`src/rtl/holosynth_audio_serializer_if.sv`:
```
// Frame handshake between the synth sample path and the audio serializer.
// One transfer carries a full frame, channel 0 in the LSBs.
interface holosynth_audio_serializer_if #(
  parameter int unsigned DataW = 48
) ();
  logic             in_valid;
  logic             in_ready;
  logic [DataW-1:0] in_data;

  modport master (output in_valid, output in_data, input in_ready);
  modport slave  (input in_valid, input in_data, output in_ready);
endinterface

```
`src/rtl/holosynth_audio_serializer.sv`:
```
// N-channel I2S / left-justified / TDM serializer with internal BCLK/LRCK generation,
// a one-deep frame buffer and underrun accounting.
module holosynth_audio_serializer #(
  parameter int unsigned NUM_CH        = 2,
  parameter int unsigned AUD_BIT_DEPTH = 24,
  parameter int unsigned SLOT_BITS     = 32,
  parameter int unsigned BCLK_DIV      = 8,
  parameter int unsigned MODE          = 0
) (
  input  logic                              fpga_clk,
  input  logic                              reset_n,
  input  logic                              run,
  input  logic                              mute,
  holosynth_audio_serializer_if.slave       in_if,
  output logic                              aud_bclk,
  output logic                              aud_lrck,
  output logic                              aud_dout,
  output logic                              frame_start,
  output logic                              underrun,
  output logic [7:0]                        underrun_cnt,
  input  logic                              clr_underrun
);
  localparam int unsigned DataW = NUM_CH * AUD_BIT_DEPTH;
  localparam int unsigned Pad   = SLOT_BITS - AUD_BIT_DEPTH;
  localparam int unsigned DivW  = $clog2(BCLK_DIV);
  localparam int unsigned BitW  = $clog2(SLOT_BITS);
  localparam int unsigned SlotW = $clog2(NUM_CH);

  localparam logic [DivW-1:0]  DivMax   = DivW'(BCLK_DIV - 1);
  localparam logic [DivW-1:0]  DivHalf  = DivW'(BCLK_DIV / 2);
  localparam logic [BitW-1:0]  BitMax   = BitW'(SLOT_BITS - 1);
  localparam logic [SlotW-1:0] SlotMax  = SlotW'(NUM_CH - 1);
  localparam logic [SlotW-1:0] SlotHalf = SlotW'(NUM_CH / 2);

  typedef logic [NUM_CH-1:0][SLOT_BITS-1:0] frame_t;

  logic [DivW-1:0]  div_q, div_d;
  logic [BitW-1:0]  bit_q, bit_d;
  logic [SlotW-1:0] slot_q, slot_d;
  logic             bclk_q, bclk_d, lrck_q, lrck_d, dout_q, dout_d, fs_q, fs_d;
  logic [DataW-1:0] buf_q, buf_d;
  logic             full_q, full_d, primed_q, primed_d, ur_q, ur_d;
  logic [7:0]       ucnt_q, ucnt_d;
  frame_t           words_q, words_d, load_words;
  logic             tick, boundary, accept;

  always_comb begin
    div_d      = div_q;
    bit_d      = bit_q;
    slot_d     = slot_q;
    bclk_d     = bclk_q;
    lrck_d     = lrck_q;
    dout_d     = dout_q;
    fs_d       = 1'b0;
    buf_d      = buf_q;
    full_d     = full_q;
    primed_d   = primed_q;
    ur_d       = ur_q;
    ucnt_d     = ucnt_q;
    words_d    = words_q;
    load_words = '0;

    tick     = run && (div_q == DivMax);
    boundary = tick && (bit_q == '0) && (slot_q == '0);
    accept   = in_if.in_valid && !full_q;

    for (int k = 0; k < NUM_CH; k++) begin
      if (full_q && !mute) begin
        load_words[k] = SLOT_BITS'(buf_q[k*AUD_BIT_DEPTH +: AUD_BIT_DEPTH]) << Pad;
      end
    end

    if (boundary) begin
      words_d = load_words;
      if (full_q) begin
        full_d   = 1'b0;
        primed_d = 1'b1;
      end else if (primed_q) begin
        ur_d   = 1'b1;
        ucnt_d = (ucnt_q == 8'hFF) ? ucnt_q : ucnt_q + 8'd1;
      end
    end

    // Ready is low while full, so an accept never collides with a transfer.
    if (accept) begin
      full_d = 1'b1;
      buf_d  = in_if.in_data;
    end

    if (clr_underrun) begin
      ur_d   = 1'b0;
      ucnt_d = '0;
    end

    if (!run) begin
      div_d  = '0;
      bit_d  = '0;
      slot_d = '0;
      bclk_d = 1'b0;
      lrck_d = 1'b0;
      dout_d = 1'b0;
    end else begin
      div_d  = tick ? '0 : div_q + DivW'(1);
      bclk_d = (div_d >= DivHalf);
      fs_d   = boundary;
      if (tick) begin
        bit_d = (bit_q == BitMax) ? '0 : bit_q + BitW'(1);
        if (bit_q == BitMax) begin
          slot_d = (slot_q == SlotMax) ? '0 : slot_q + SlotW'(1);
        end
        lrck_d = (MODE == 2) ? ((bit_q == '0) && (slot_q == '0)) : (slot_q >= SlotHalf);
        if (MODE == 0) begin
          // I2S lags by one bit: bit 0 of a slot carries the LSB of the slot before it.
          if (bit_q == '0) begin
            dout_d = (slot_q == '0) ? words_q[NUM_CH-1][0] : words_q[slot_q - SlotW'(1)][0];
          end else begin
            dout_d = words_q[slot_q][BitW'(SLOT_BITS) - bit_q];
          end
        end else begin
          dout_d = words_d[slot_q][BitMax - bit_q];
        end
      end
    end
  end

  always_ff @(posedge fpga_clk) begin
    if (!reset_n) begin
      div_q    <= '0;
      bit_q    <= '0;
      slot_q   <= '0;
      bclk_q   <= 1'b0;
      lrck_q   <= 1'b0;
      dout_q   <= 1'b0;
      fs_q     <= 1'b0;
      buf_q    <= '0;
      full_q   <= 1'b0;
      primed_q <= 1'b0;
      ur_q     <= 1'b0;
      ucnt_q   <= '0;
      words_q  <= '0;
    end else begin
      div_q    <= div_d;
      bit_q    <= bit_d;
      slot_q   <= slot_d;
      bclk_q   <= bclk_d;
      lrck_q   <= lrck_d;
      dout_q   <= dout_d;
      fs_q     <= fs_d;
      buf_q    <= buf_d;
      full_q   <= full_d;
      primed_q <= primed_d;
      ur_q     <= ur_d;
      ucnt_q   <= ucnt_d;
      words_q  <= words_d;
    end
  end

  assign in_if.in_ready = !full_q;
  assign aud_bclk       = bclk_q;
  assign aud_lrck       = lrck_q;
  assign aud_dout       = dout_q;
  assign frame_start    = fs_q;
  assign underrun       = ur_q;
  assign underrun_cnt   = ucnt_q;
endmodule

```
`src/flat_wrapper.sv`:
```
// flat-port wrapper written by rule: the top's interface ports become plain ports
module holosynth_audio_serializer_flat 
#(
  parameter int unsigned NUM_CH        = 2,
  parameter int unsigned AUD_BIT_DEPTH = 24,
  parameter int unsigned SLOT_BITS     = 32,
  parameter int unsigned BCLK_DIV      = 8,
  parameter int unsigned MODE          = 0
)
  (fpga_clk, reset_n, run, mute, aud_bclk, aud_lrck, aud_dout, frame_start, underrun, underrun_cnt, clr_underrun, in_if_in_valid, in_if_in_data, in_if_in_ready);
  holosynth_audio_serializer_if #(.DataW(48)) in_if_i ();
  input  logic fpga_clk;
  input  logic reset_n;
  input  logic run;
  input  logic mute;
  output logic aud_bclk;
  output logic aud_lrck;
  output logic aud_dout;
  output logic frame_start;
  output logic underrun;
  output logic [7:0] underrun_cnt;
  input  logic clr_underrun;
  input wire logic [$bits(in_if_i.in_valid)-1:0] in_if_in_valid;
  input wire logic [$bits(in_if_i.in_data)-1:0] in_if_in_data;
  output wire logic [$bits(in_if_i.in_ready)-1:0] in_if_in_ready;
  assign in_if_i.in_valid = in_if_in_valid;
  assign in_if_i.in_data = in_if_in_data;
  assign in_if_in_ready = in_if_i.in_ready;
  holosynth_audio_serializer #(.NUM_CH(NUM_CH), .AUD_BIT_DEPTH(AUD_BIT_DEPTH), .SLOT_BITS(SLOT_BITS), .BCLK_DIV(BCLK_DIV), .MODE(MODE)) u_core (.fpga_clk(fpga_clk), .reset_n(reset_n), .run(run), .mute(mute), .in_if(in_if_i), .aud_bclk(aud_bclk), .aud_lrck(aud_lrck), .aud_dout(aud_dout), .frame_start(frame_start), .underrun(underrun), .underrun_cnt(underrun_cnt), .clr_underrun(clr_underrun));
endmodule
```
`config.mk`:
```
export PLATFORM = sky130hd
export DESIGN_NAME = holosynth_audio_serializer_flat
export DESIGN_NICKNAME = d
export VERILOG_FILES = /design/src/rtl/holosynth_audio_serializer_if.sv /design/src/rtl/holosynth_audio_serializer.sv /design/src/flat_wrapper.sv
export SDC_FILE = /design/constraint.sdc
export NUM_CORES = 1
export LEC_CHECK = 0
export BUFFER_PORTS_ARGS = -buffer_cell sky130_fd_sc_hd__clkbuf_2
export CELL_PAD_IN_SITES_DETAIL_PLACEMENT = 1
export CELL_PAD_IN_SITES_GLOBAL_PLACEMENT = 2
export CORE_MARGIN = 1
export CORE_UTILIZATION = 30
export DETAILED_ROUTE_END_ITERATION = 10
export PLACE_DENSITY_LB_ADDON = 0.1
export SYNTH_ARGS = -nofsm -noshare
export SYNTH_HDL_FRONTEND = slang
export SYNTH_SLANG_ARGS = --single-unit
```
`constraint.sdc`:
```
create_clock -name fpga_clk -period 6.9 [get_ports fpga_clk]
set_clock_uncertainty 0.2 [all_clocks]
set_input_delay 0.69 -clock fpga_clk [delete_from_list [all_inputs] [get_ports fpga_clk]]
set_output_delay 0.69 -clock fpga_clk [all_outputs]
set_load 0.1 [all_outputs]
```
### Word-level counts from Yosys, hierarchy flattened

Index checks and enable logic that the tools add are counted.

* input bits: 54
* bits in registers: 136
* logic and storage cells: 62
* output and inout bits: 14

* bitwise logic cells: 4
* order comparisons: 5
* reductions and logical operators: 15
* add/sub/neg operators: 6
* multiplexer cells: 15
* equal/unequal tests: 3

Operators by type and width (count)
* $mux W32: 4
* $add A8 B1 Y8 const B: 1
* $eq A8 B8 Y1 const B: 1
* $mux W1: 8
* $lt A5 B6 Y1 const B: 1
* $reduce_and A2 Y1: 3
* $add A5 B1 Y5 const B: 1
* $bmux W1 S5: 1
* $eq A5 B5 Y1 const B: 1
* $logic_and A1 B1 Y1: 5
* $logic_not A5 Y1: 1
* $mux W5: 1
* $sub A1 B5 Y5 const A: 1
* $lt A1 B2 Y1 const B: 2
* $not A1 Y1: 4
* $reduce_and A4 Y1: 1
* $add A3 B1 Y3 const B: 1
* $eq A3 B3 Y1 const B: 1
* $ge A3 B3 Y1 const B: 1
* $mux W3: 1
* $reduce_and A3 Y1: 1
* $logic_not A1 Y1: 2
* $reduce_bool A2 Y1: 1
* $reduce_or A2 Y1: 1
* other kinds (3): 3

### Logic depth before layout (Yosys ltp)

* depth in word-level cells: 6
* mapped depth: 10
* mapped depth without buffers: 9

### Least setup slack after synthesis

No wires, ideal clock.

* kind: register to register
* start: register u_core.bit_q[0]
* end: register u_core.ucnt_q[7] (netlist: u_core.underrun_cnt[7])
* buffers on the path: 1
* setup slack: 4.220 ns
* arrival time: 2.410 ns
* cell stages (with the launch flop): 11
* period minus slack after synthesis: 2.680 ns
* data required time: 6.630 ns
* path through: dfxtp_1 > clkbuf_8 > inv_1 > ha_1 > nor3b_1 > ha_1 > nand4b_4 > a311oi_4 > nand3_2 > or3_1 > a21oi_1

* cells in the longest elaborated chain, start to end: 4

RTL lines
* from (decl): line holosynth_audio_serializer.sv:38 `logic [BitW-1:0] bit_q, bit_d;`
* from (signal assigned): line holosynth_audio_serializer.sv:143 `bit_q <= bit_d;`
* $logic_not A5 Y1: line holosynth_audio_serializer.sv:64 `boundary = tick && (bit_q == '0) && (slot_q == '0);`
* $logic_and A1 B1 Y1 (2 in series): line holosynth_audio_serializer.sv:64
* $reduce_and A4 Y1 (no line)
* to (signal assigned): line holosynth_audio_serializer.sv:153 `ucnt_q <= ucnt_d;`
* to (decl): line holosynth_audio_serializer.sv:43 `logic [7:0] ucnt_q, ucnt_d;`

No other way between the ends.
A chain may end at the register's enable or synchronous reset.

### Worst setup path in the final report

* start: register u_core.bit_q[0]
* end: register u_core.words_q[63] (netlist bit)

* cells in the longest elaborated chain, start to end: 3

RTL lines
* $logic_not A5 Y1: line holosynth_audio_serializer.sv:64
* $logic_and A1 B1 Y1 (2 in series): line holosynth_audio_serializer.sv:64
* to (signal assigned): line holosynth_audio_serializer.sv:154 `words_q <= words_d;`
* to (decl): line holosynth_audio_serializer.sv:44 `frame_t words_q, words_d, load_words;`

No other way between the ends.

==> summary.md <==
| Metric | Value |
|---|---|
| Status | `completed` |
| Total negative setup slack | `0 ps` |
| Share of the synthesized area in the top cell type | `between 40% and 50%` |
| Placeable Area | `~0.017 mm^2` |
| Drt via density | `~4.8` |
| Total nets after synthesis | `approximately 640` |
| Count of final max-slew check failures | `0` |
| Initial Utilization | `a little over 30%` |
| Type of the most critical hold path | `flip-flop to flip-flop` |
| CTS buffer count | `17` |
| Maximum clock rate | `0.282 GHz` |
| Clock sink count | `119` |
| Startpoint class of the critical path | `flip-flop` |
| Average wire per standard cell | `15.7 um` |
| Top sig layer | `met4` |
| Leakage power figure | `0.00222 uW` |
| Hpwl dp | `9160 um` |
| Met3 routed WL | `432 um` |
| Dominant cells by area after synthesis | `dfxtp_1, a21boi_0, nand2_1` |
| Critical Setup Path Class | `flip-flop to flip-flop` |
| Number of buffers added for setup after CTS | `0` |
| CTS tree | `built` |
| Arr. time, crit path | `3670 ps` |
| Number of enable-type register cells in the synthesized netlist | `0` |
| #FFs+latches synth | `roughly 120` |
| Antenna violations before repair | `0` |
| Wire length of the first global-routing pass | `around 22000 um` |
| Via Count | `4068` |
| All-layer global routing usage | `16.4%` |
| Most area-hungry cell type in the Yosys netlist | `dfxtp_1` |
| Final period demand of the worst path | `3540 ps` |
| Layout net count | `683` |
| Max-capacitance violation count | `0` |
| Clock H-tree levels | `4` |
| Routed wire length | `13400 um` |
| Area added between synthesis and finish | `19.9%` |
| Slew HR | `between 20% and 30%` |
| # resized after CTS | `0` |
| Asr flop ratio synth | `0%` |
| Number of warnings issued by yosys | `0` |
| Width of the die | `~130 um` |
| Post-synthesis instance area | `0.00510 mm^2` |
| Power density over the cells | `265 mW/mm^2` |
| Number of global-route vias before repair | `around 4.2k` |
| Clock Pin Slew Worst Setup and Hold Paths | `50 ps` |
| Distinct cell type count of the synthesized netlist | `between 40 and 50` |
| Number of top-level design ports | `68` |
| Clock Root Buffer | `clkbuf_16` |
| Slew at the pin with the worst max-slew slack | `1170 ps` |
| RSZ-0062 raised after global routing | `no` |
| Most used flip-flop cell after synthesis | `dfxtp_1` |
| Die area | `0.0175 mm^2` |
| IO Port Bufs | `67` |
| Met2 routed WL | `5990 um` |
| Sort of element at the end of the critical path | `flip-flop` |
| Final worst path period share | `51.3%` |
| Maximum number of pins on one net before global-route repair | `100` |
| Length of the first detailed-routing pass in iterations | `4` |
| Diodes inserted | `0` |
| Final routed DRC violation total | `0` |
| Number of buffers on the longest clock path | `2` |
| CTS hold repair buffers | `0` |
| Worst vdd ir | `0.000179 V` |
| Seq/Total Area, Yosys | `46.7%` |
| Routed met1 length | `slightly below 7000 um` |
| Total congestion overflow after global routing | `0` |
| Average footprint of a synthesized cell | `8.86 um^2` |
| Post-route non-filler standard cell count | `854` |
| CP Max Fanout | `29` |
| Violation count after the first detailed-route iteration | `173` |
| Synthesized instance count | `576` |
| Height of the die | `roughly 130 um` |
| Most common cell after layout, fill and taps aside | `nand2_1` |
| Share of layout cells above drive strength 1 | `19.2%` |
| Number of cells in the design after placement | `between 800 and 900` |
| Critical Path RT | `7020 ps` |
| Post-detailed-route count of antenna-violating nets | `0` |
| Gpl congestion | `around 0.8` |
| Clock insertion delay at the later pin of the skew report | `410 ps` |
| Total Power Consumption | `between 1500 and 2000 uW` |
| Final-report hold violation count | `0` |
| Site Rows | `47` |
| Final setup violating endpoints | `0` |
| Most used cells in the layout excluding fill and tap cells | `nand2_1, dfxtp_1, a21boi_0` |
-- cell usage after synthesis, types with 2 or more instances --
cell / n
nand2_1: 153
clkbuf_1: 35
mux4_2: 11
nand2b_1: 3
nor2_1: 22
nor4_1: 2
nand3_1: 53
nand4_1: 3
nor2b_1: 2
a21boi_0: 96
buf_2: 3
ha_1: 7
inv_1: 4
nor3b_1: 4
and2_1: 3
xor2_1: 8
o21ai_0: 4
buf_1: 3
mux2i_1: 6
and3_2: 2
dfxtp_1: 119
a21oi_1: 5
xnor2_1: 2
nor3_1: 5
buf_6: 2
-- power by group --
part	switching, uW	total (uW)	internal, uW
Sequential	10.4	715	705
Clock	306	833	527
Combinational	43.9	73.4	29.5
-- layer usage --
| layer | track usage [%] | vias up |
|---|---|---|
| li1 | - | 2053 |
| met3 | 4.10 | 12 |
| met1 | 21.9 | 1939 |
| met2 | 25.5 | 64 |
| met5 | 0 | - |
| met4 | 5.81 | 0 |
-- cells by family (layout without fill, tap and decap cells) --
logic type               count (synthesis)  count (layout)  share of synthesized area [%]
AO/OA/AOI/OAI                          111             111                           16.3
XOR/XNOR                                11              11                           2.04
adder cells (fa/ha/maj)                  7               7                           1.72
buffers and inverters                   49             107                           4.24
flip-flops                             119             119                           46.7
multiplexers                            18              18                           6.25
AND/OR/NAND/NOR                        261             261                           22.8
-- through the flow --
stage	util, %	setup WS, ps	hold WS (ps)	cell area, um^2
final	36.9	3360	264	6120
after global routing	36.9	3100	285	6120
after CTS	36.9	3310	265	6120
after detailed placement	33.5	3320	257	5560
after global placement	33.5	3530	214	5560
after floorplan	-	4220	204	5100
-- registers in the layout, indices dropped and copies added (netlist names) --
signal and flops:
u_core.aud_bclk 1, u_core.slot_q 1, u_core.underrun 1, u_core.primed_q 1, u_core.words_q 48, u_core.div_q 2
u_core.frame_start 1, u_core.full_q 1, u_core.aud_lrck 1, u_core.bit_q 5, u_core.buf_q 48, u_core.underrun_cnt 8
u_core.aud_dout 1
-- final cells by class --
cell class,instances,area [um^2]
clock inverters,9,75.1
inverters,4,15.0
repair buffers,72,373
fillers,1968,10500
multi-input cells,408,2510
well taps,220,275
flip-flops and latches,119,2380
clock buffers,22,484
-- final timing paths --
| path | depth (start not counted) | slack, ps | to | startpoint |
|---|---|---|---|---|
| worst min register to register | 1 | 260 | u_core.div_q[0] | u_core.div_q[0] |
| worst min-delay path | 1 | 260 | u_core.div_q[0] | u_core.div_q[0] |
| worst max register to register | 8 | 3360 | u_core.words_q[63] | u_core.bit_q[0] |
| worst max-delay path | 8 | 3360 | u_core.words_q[63] | u_core.bit_q[0] |
-- critical path: stages (launching register included) --
cell,delay [ps]
dfxtp_1,490
inv_1,260
ha_1,280
nor3b_1,210
ha_1,260
and4b_1,1000
buf_4,430
nand3_1,120
a21boi_0,200
Note: power is estimated with default switching activity, not from simulation.
